`src/rtl/program_loader.sv`:
```
// ---------------------------------------------------------------------------
// program_loader
//
// Boot-time instruction loader placed in front of the core's program memory.
// It takes a byte stream over a valid/ready handshake, builds little-endian
// 32-bit instructions, and writes them to consecutive word addresses. The core
// is held in reset until a complete image has been loaded.
//
// Stream layout: word count N (16-bit, low byte first), then N x 4 instruction
// bytes, each word low byte first. N must be in 1..PROGRAM_MEMORY_DEPTH.
//
// Optional feature (compile-time macro LOADER_CHECKSUM_EN):
//   After the last word, one extra byte is accepted and compared against the
//   XOR of all instruction bytes. Match -> DONE, mismatch -> ERROR.
//
// Ports:
//   clk            system clock, all state changes on the rising edge
//   reset          synchronous, active-high reset
//   Start_i        begin a load (honoured in IDLE, DONE and ERROR)
//   Byte_Valid_i   Byte_Data_i carries a valid byte
//   Byte_Data_i    stream byte
//   Byte_Ready_o   loader will accept a byte on this edge
//   Mem_Write_o    one-cycle program memory write strobe
//   Mem_Address_o  byte address of the word being written (index * 4)
//   Mem_Data_o     assembled instruction word
//   Core_Reset_o   core reset, high unless the image is loaded
//   Done_o         image loaded, core released
//   Error_o        load aborted, core kept in reset
// ---------------------------------------------------------------------------
module program_loader #(
   parameter int PROGRAM_MEMORY_DEPTH = 64
) (
   input  logic        clk,
   input  logic        reset,
   input  logic        Start_i,
   input  logic        Byte_Valid_i,
   input  logic [7:0]  Byte_Data_i,
   output logic        Byte_Ready_o,
   output logic        Mem_Write_o,
   output logic [31:0] Mem_Address_o,
   output logic [31:0] Mem_Data_o,
   output logic        Core_Reset_o,
   output logic        Done_o,
   output logic        Error_o
);

   // One extra bit so that an index equal to the depth is representable.
   localparam int IDX_W = $clog2(PROGRAM_MEMORY_DEPTH) + 1;

`ifdef LOADER_CHECKSUM_EN
   typedef enum logic [2:0] {
      S_IDLE, S_HDR_LO, S_HDR_HI, S_LOAD, S_WRITE, S_DONE, S_ERROR, S_CHECK
   } state_t;
`else
   typedef enum logic [2:0] {
      S_IDLE, S_HDR_LO, S_HDR_HI, S_LOAD, S_WRITE, S_DONE, S_ERROR
   } state_t;
`endif

   state_t            state_q;
   logic [IDX_W-1:0]  idx_q;
   logic [1:0]        byte_cnt_q;
   logic [7:0]        count_lo_q;
   logic [15:0]       word_count_q;
   logic [23:0]       word_q;        // lanes 0..2; lane 3 arrives with the write
`ifdef LOADER_CHECKSUM_EN
   logic [7:0]        csum_q;
`endif

   logic              ready_q;
   logic              mem_write_q;
   logic [31:0]       mem_addr_q;
   logic [31:0]       mem_data_q;
   logic              core_reset_q;
   logic              done_q;
   logic              error_q;

   logic              accept;
   logic [15:0]       hdr_n;
   logic              hdr_bad;
   logic              last_word;

   // Ready is a registered flag, so acceptance never depends combinationally
   // on an output derived from the inputs.
   assign accept    = Byte_Valid_i & ready_q;
   assign hdr_n     = {Byte_Data_i, count_lo_q};
   assign hdr_bad   = (hdr_n == 16'd0) ||
                      ({16'd0, hdr_n} > 32'(PROGRAM_MEMORY_DEPTH));
   assign last_word = ({{(32-IDX_W){1'b0}}, idx_q} + 32'd1) >= {16'd0, word_count_q};

   always_ff @(posedge clk) begin
      if (reset) begin
         state_q      <= S_IDLE;
         idx_q        <= '0;
         byte_cnt_q   <= 2'd0;
         count_lo_q   <= 8'd0;
         word_count_q <= 16'd0;
         word_q       <= 24'd0;
`ifdef LOADER_CHECKSUM_EN
         csum_q       <= 8'd0;
`endif
         ready_q      <= 1'b0;
         mem_write_q  <= 1'b0;
         mem_addr_q   <= 32'd0;
         mem_data_q   <= 32'd0;
         core_reset_q <= 1'b1;
         done_q       <= 1'b0;
         error_q      <= 1'b0;
      end else begin
         // NOTE: every state element here uses <= so all registers update from
         // the same pre-edge values; a blocking = would leak new values into
         // later statements of this block.
         mem_write_q <= 1'b0;

         case (state_q)
            S_IDLE, S_DONE, S_ERROR: begin
               if (Start_i) begin
                  state_q      <= S_HDR_LO;
                  idx_q        <= '0;
                  byte_cnt_q   <= 2'd0;
`ifdef LOADER_CHECKSUM_EN
                  csum_q       <= 8'd0;
`endif
                  ready_q      <= 1'b1;
                  core_reset_q <= 1'b1;
                  done_q       <= 1'b0;
                  error_q      <= 1'b0;
               end
            end

            S_HDR_LO: begin
               if (accept) begin
                  count_lo_q <= Byte_Data_i;
                  state_q    <= S_HDR_HI;
               end
            end

            S_HDR_HI: begin
               if (accept) begin
                  if (hdr_bad) begin
                     state_q <= S_ERROR;
                     ready_q <= 1'b0;
                     error_q <= 1'b1;
                  end else begin
                     word_count_q <= hdr_n;
                     state_q      <= S_LOAD;
                  end
               end
            end

            S_LOAD: begin
               if (accept) begin
                  byte_cnt_q <= byte_cnt_q + 2'd1;
`ifdef LOADER_CHECKSUM_EN
                  csum_q     <= csum_q ^ Byte_Data_i;
`endif
                  case (byte_cnt_q)
                     2'd0:    word_q[7:0]   <= Byte_Data_i;
                     2'd1:    word_q[15:8]  <= Byte_Data_i;
                     2'd2:    word_q[23:16] <= Byte_Data_i;
                     default: begin
                        // Fourth byte completes the word: present it to memory.
                        state_q     <= S_WRITE;
                        ready_q     <= 1'b0;
                        mem_write_q <= 1'b1;
                        mem_addr_q  <= {{(30-IDX_W){1'b0}}, idx_q, 2'b00};
                        mem_data_q  <= {Byte_Data_i, word_q};
                     end
                  endcase
               end
            end

            S_WRITE: begin
               idx_q <= idx_q + 1'b1;
               if (!last_word) begin
                  state_q <= S_LOAD;
                  ready_q <= 1'b1;
               end else begin
`ifdef LOADER_CHECKSUM_EN
                  state_q <= S_CHECK;
                  ready_q <= 1'b1;
`else
                  state_q      <= S_DONE;
                  core_reset_q <= 1'b0;
                  done_q       <= 1'b1;
`endif
               end
            end

`ifdef LOADER_CHECKSUM_EN
            S_CHECK: begin
               if (accept) begin
                  ready_q <= 1'b0;
                  if (Byte_Data_i == csum_q) begin
                     state_q      <= S_DONE;
                     core_reset_q <= 1'b0;
                     done_q       <= 1'b1;
                  end else begin
                     state_q <= S_ERROR;
                     error_q <= 1'b1;
                  end
               end
            end
`endif

            default: begin
               state_q <= S_IDLE;
               ready_q <= 1'b0;
            end
         endcase
      end
   end

   assign Byte_Ready_o  = ready_q;
   assign Mem_Write_o   = mem_write_q;
   assign Mem_Address_o = mem_addr_q;
   assign Mem_Data_o    = mem_data_q;
   assign Core_Reset_o  = core_reset_q;
   assign Done_o        = done_q;
   assign Error_o       = error_q;

endmodule

```
`config.mk`:
```
export PLATFORM = sky130hd
export DESIGN_NAME = program_loader
export DESIGN_NICKNAME = d
export VERILOG_FILES = /design/src/rtl/program_loader.sv
export SDC_FILE = /design/constraint.sdc
export NUM_CORES = 1
export LEC_CHECK = 0
export ABC_AREA = 1
export BUFFER_PORTS_ARGS = -buffer_cell sky130_fd_sc_hd__buf_4
export CELL_PAD_IN_SITES_DETAIL_PLACEMENT = 0
export CELL_PAD_IN_SITES_GLOBAL_PLACEMENT = 2
export CORE_UTILIZATION = 35
export CTS_CLUSTER_DIAMETER = 150
export DETAILED_ROUTE_END_ITERATION = 8
export GPL_ROUTABILITY_DRIVEN = 0
export GPL_TIMING_DRIVEN = 0
export PLACE_DENSITY_LB_ADDON = 0.1
export SETUP_SLACK_MARGIN = 0.2
export SKIP_LAST_GASP = 1
export SLEW_MARGIN = 0
export SYNTH_ARGS = -nofsm -noshare
export SYNTH_HDL_FRONTEND = slang
export SYNTH_SLANG_ARGS = --single-unit
export TNS_END_PERCENT = 10
```
`constraint.sdc`:
```
create_clock -name clk -period 3.7 [get_ports clk]
set_input_delay 0.185 -clock clk [delete_from_list [all_inputs] [get_ports clk]]
set_output_delay 0.185 -clock clk [all_outputs]
set_load 0.01 [all_outputs]
```
==> reports/qor.csv <==
metric,value,unit
largest net degree at the start of global routing,16,
Port Buffer Count,54,
Crit Path Category,flip-flop to flip-flop,
Synth Flop Type,dfxtp_1,
CP max-delay cell,dfxtp_1,
sequential cell area,2080,sq um
Post-Place Cell Area,5270,sq um
CTS tree,built,
Avg WL per Cell,13.2,um
leak pwr,2.60,nW
number of max-cap violations,0,
Final Max Tran Viols,0,
Via density,4.40,
R2R Setup Slk,1360,ps
yosys warns,0,
Post-Syn Area,4560,sq um
status,"complete, no violations",
Area Growth Syn to Fin,21.9,%
number of enable flip-flop cells after synthesis,0,
worst-path cell chain,"ha_1, nand2_1, inv_1, nand4_1, xor2_1, ha_1, nand2_1, nor2_1, and2_1, nor2_1, nand2_1, nand3_1, nand2_1, nand2_1, a21oi_1",
hold slack,142,ps
final wirelength,11000,um
unrepaired setup endpoints after global routing,false,
fmax,427,MHz
slowest cell delay on critical path,390,ps
"Endpoint, Worst Hold",word_q[15]$_SDFFE_PP0P_,
Cell variety after synth,33,
core area,12700,sq um
worst r2r src,idx_q[0]$_SDFFE_PP0P_,
pre-CTS setup slack,1350,ps
CP required,3970,ps
Die X,116,um
height of the die,116,um
dpl cells,822,
Hold Crit Class,primary input to flip-flop,
area used by multi-input combinational logic,1890,sq um
Rows,41,
total number of vias,3675,
Mean Syn Cell Area,7.96,sq um
Filler cells,1318,
final setup skew,11.5,ps
clk buf depth,2,
relative slew slack,52.2,%
num ports,81,
full die area,13500,sq um
Num Clock Sinks,104,
Final WS setup,1360,ps
"Setup violations, final",0,
worst slew pin tran,718,ps
sequential-to-total area share from yosys stat,45.7,%
Root Buffer,clkbuf_16,
final period utilization,63.3,%
final hold vios,0,
post-layout instance area,5550,sq um
CTS resizes,0,
nets@finish,686,
Post-Synthesis Cells,572,
fraction of final layout cells with drive strength greater than 1,21.4,%
post-DP HPWL,8150,um
clock transition time at the flip-flop clock pins of the worst setup and hold paths,70,ps
peak supply drop,0.224,mV
Setup Buffers After CTS,0,
CP startpoint kind,flip-flop,
initial core utilization,36.0,%
cts hold-fix bufs,0,
top-area cell type share of the netlist area,45.7,%
Finished Layout Cells,836,
"area leader, netlist",dfxtp_1,
initial DRC count,164,
Tmin final,2340,ps
initial antenna violation count,0,
iteration count of the initial detailed-routing pass,4,
H-tree levels,3,
TritonCTS Buffers,9,
Power Total,2.54,mW
vias in the first global route,3277,
global-route wire length before repair,17600,um
reg2reg end,state_q[2]$_SDFFE_PP0P_,
critical path's most frequent cell,nand2_1,
DRC violations left,0,
post-route ant nets,0,
"FFs w/ async S/R, synth",0,%
post-layout util,43.8,%
clk_lat worst skew,350,ps
synth top area cells,"dfxtp_1, a21oi_1, nand2_1",
Worst Reg-to-Reg Cells,15,
n_diodes,0,
CP Capture Type,flip-flop,
gr ovfl total,0,
Power Dens Cells,457,nW/um^2
#FFs+latches synth,104,
Hold Path Depth,3,
setup tns final,0,ps
Tot GR Track Use,17.7,%
Worst Path Arrival,2620,ps
CP max FO,4,
worst hold path startpoint,Byte_Data_i[7],
## synth_stat cells, drive strengths merged, types with 2 or more instances
cell    count
dfxtp     104
a21oi      80
o21ai      78
inv        76
nand2      76
nor2       65
buf        37
nand3      19
ha         13
clkbuf     12
xor2        3
o21bai      2
## area by class of cell
type                       instances  share of cell area (%)
inverter                          76                    5.18
clock inverter                     3                   0.789
tap                              172                    3.88
clock buffer                      11                    4.37
buffer                            49                    6.87
sequential                       104                    37.5
multi-input combinational        367                    34.1
timing repair buffer              54                    7.30
## power by group
group          internal, mW  leakage [nW]  switching [mW]
clock network         0.536         0.141           0.412
registers              1.16         0.839          0.0344
logic                 0.142          1.62           0.258
## state kept, by name (all words and copies together), names as in the netlist, 2 cells and up
register / cells
word_q: 24
Mem_Data_o: 32
count_lo_q: 8
idx_q: 7
word_count_q: 16
byte_cnt_q: 2
state_q: 3
Mem_Address_o: 7
## cells in the final DEF, fill, tap and decap left out, types with 3 or more instances in the layout
master and n:
clkbuf_16 9, inv_2 6, a21oi_2 21, nand2_1 75, nand3_1 18, nor2_1 61
a21oi_1 59, inv_1 69, conb_1 25, o21ai_1 36, buf_2 3, dfxtp_1 104
buf_12 4, ha_1 13, clkbuf_1 12, buf_4 80, o21ai_0 40, buf_6 4
xor2_1 3
## logic make-up after synthesis
kind of cell / after synthesis / share of synthesized area (%)
fa+ha+maj: 13 / 3.57
xor+xnor: 4 / 0.769
other cells: 1 / 0.0823
compound gates: 162 / 19.9
simple gates: 163 / 15.3
flops: 104 / 45.7
buf+inv: 125 / 14.7
## critical path, delay by kind of cell, from the launching register on
| family | cells | cell delay (ps) |
|---|---|---|
| simple gates | 10 | 980 |
| fa+ha+maj | 2 | 490 |
| flops | 1 | 390 |
| xor+xnor | 1 | 190 |
| compound gates | 1 | 130 |
| buf+inv | 1 | 90 |
## how the worst max path moves through the flow
stage	from	endpoint	cells after the start
floorplan	idx_q[0]$_SDFFE_PP0P_	Byte_Ready_o$_SDFFE_PP0P_	14
global placement	idx_q[0]$_SDFFE_PP0P_	state_q[2]$_SDFFE_PP0P_	15
detailed placement	idx_q[0]$_SDFFE_PP0P_	state_q[2]$_SDFFE_PP0P_	15
CTS	idx_q[0]$_SDFFE_PP0P_	state_q[2]$_SDFFE_PP0P_	15
global route	idx_q[0]$_SDFFE_PP0P_	state_q[2]$_SDFFE_PP0P_	16
finish	idx_q[0]$_SDFFE_PP0P_	state_q[2]$_SDFFE_PP0P_	15
## layer usage
layer,GRT usage [%],vias to the layer above,routed length (um)
li1,-,1962,-
met3,2.82,11,347
met2,27.4,61,4890
met5,0,-,0
met4,7.69,0,199
met1,24.3,1641,5600
Power figures use the tool's default switching activity.
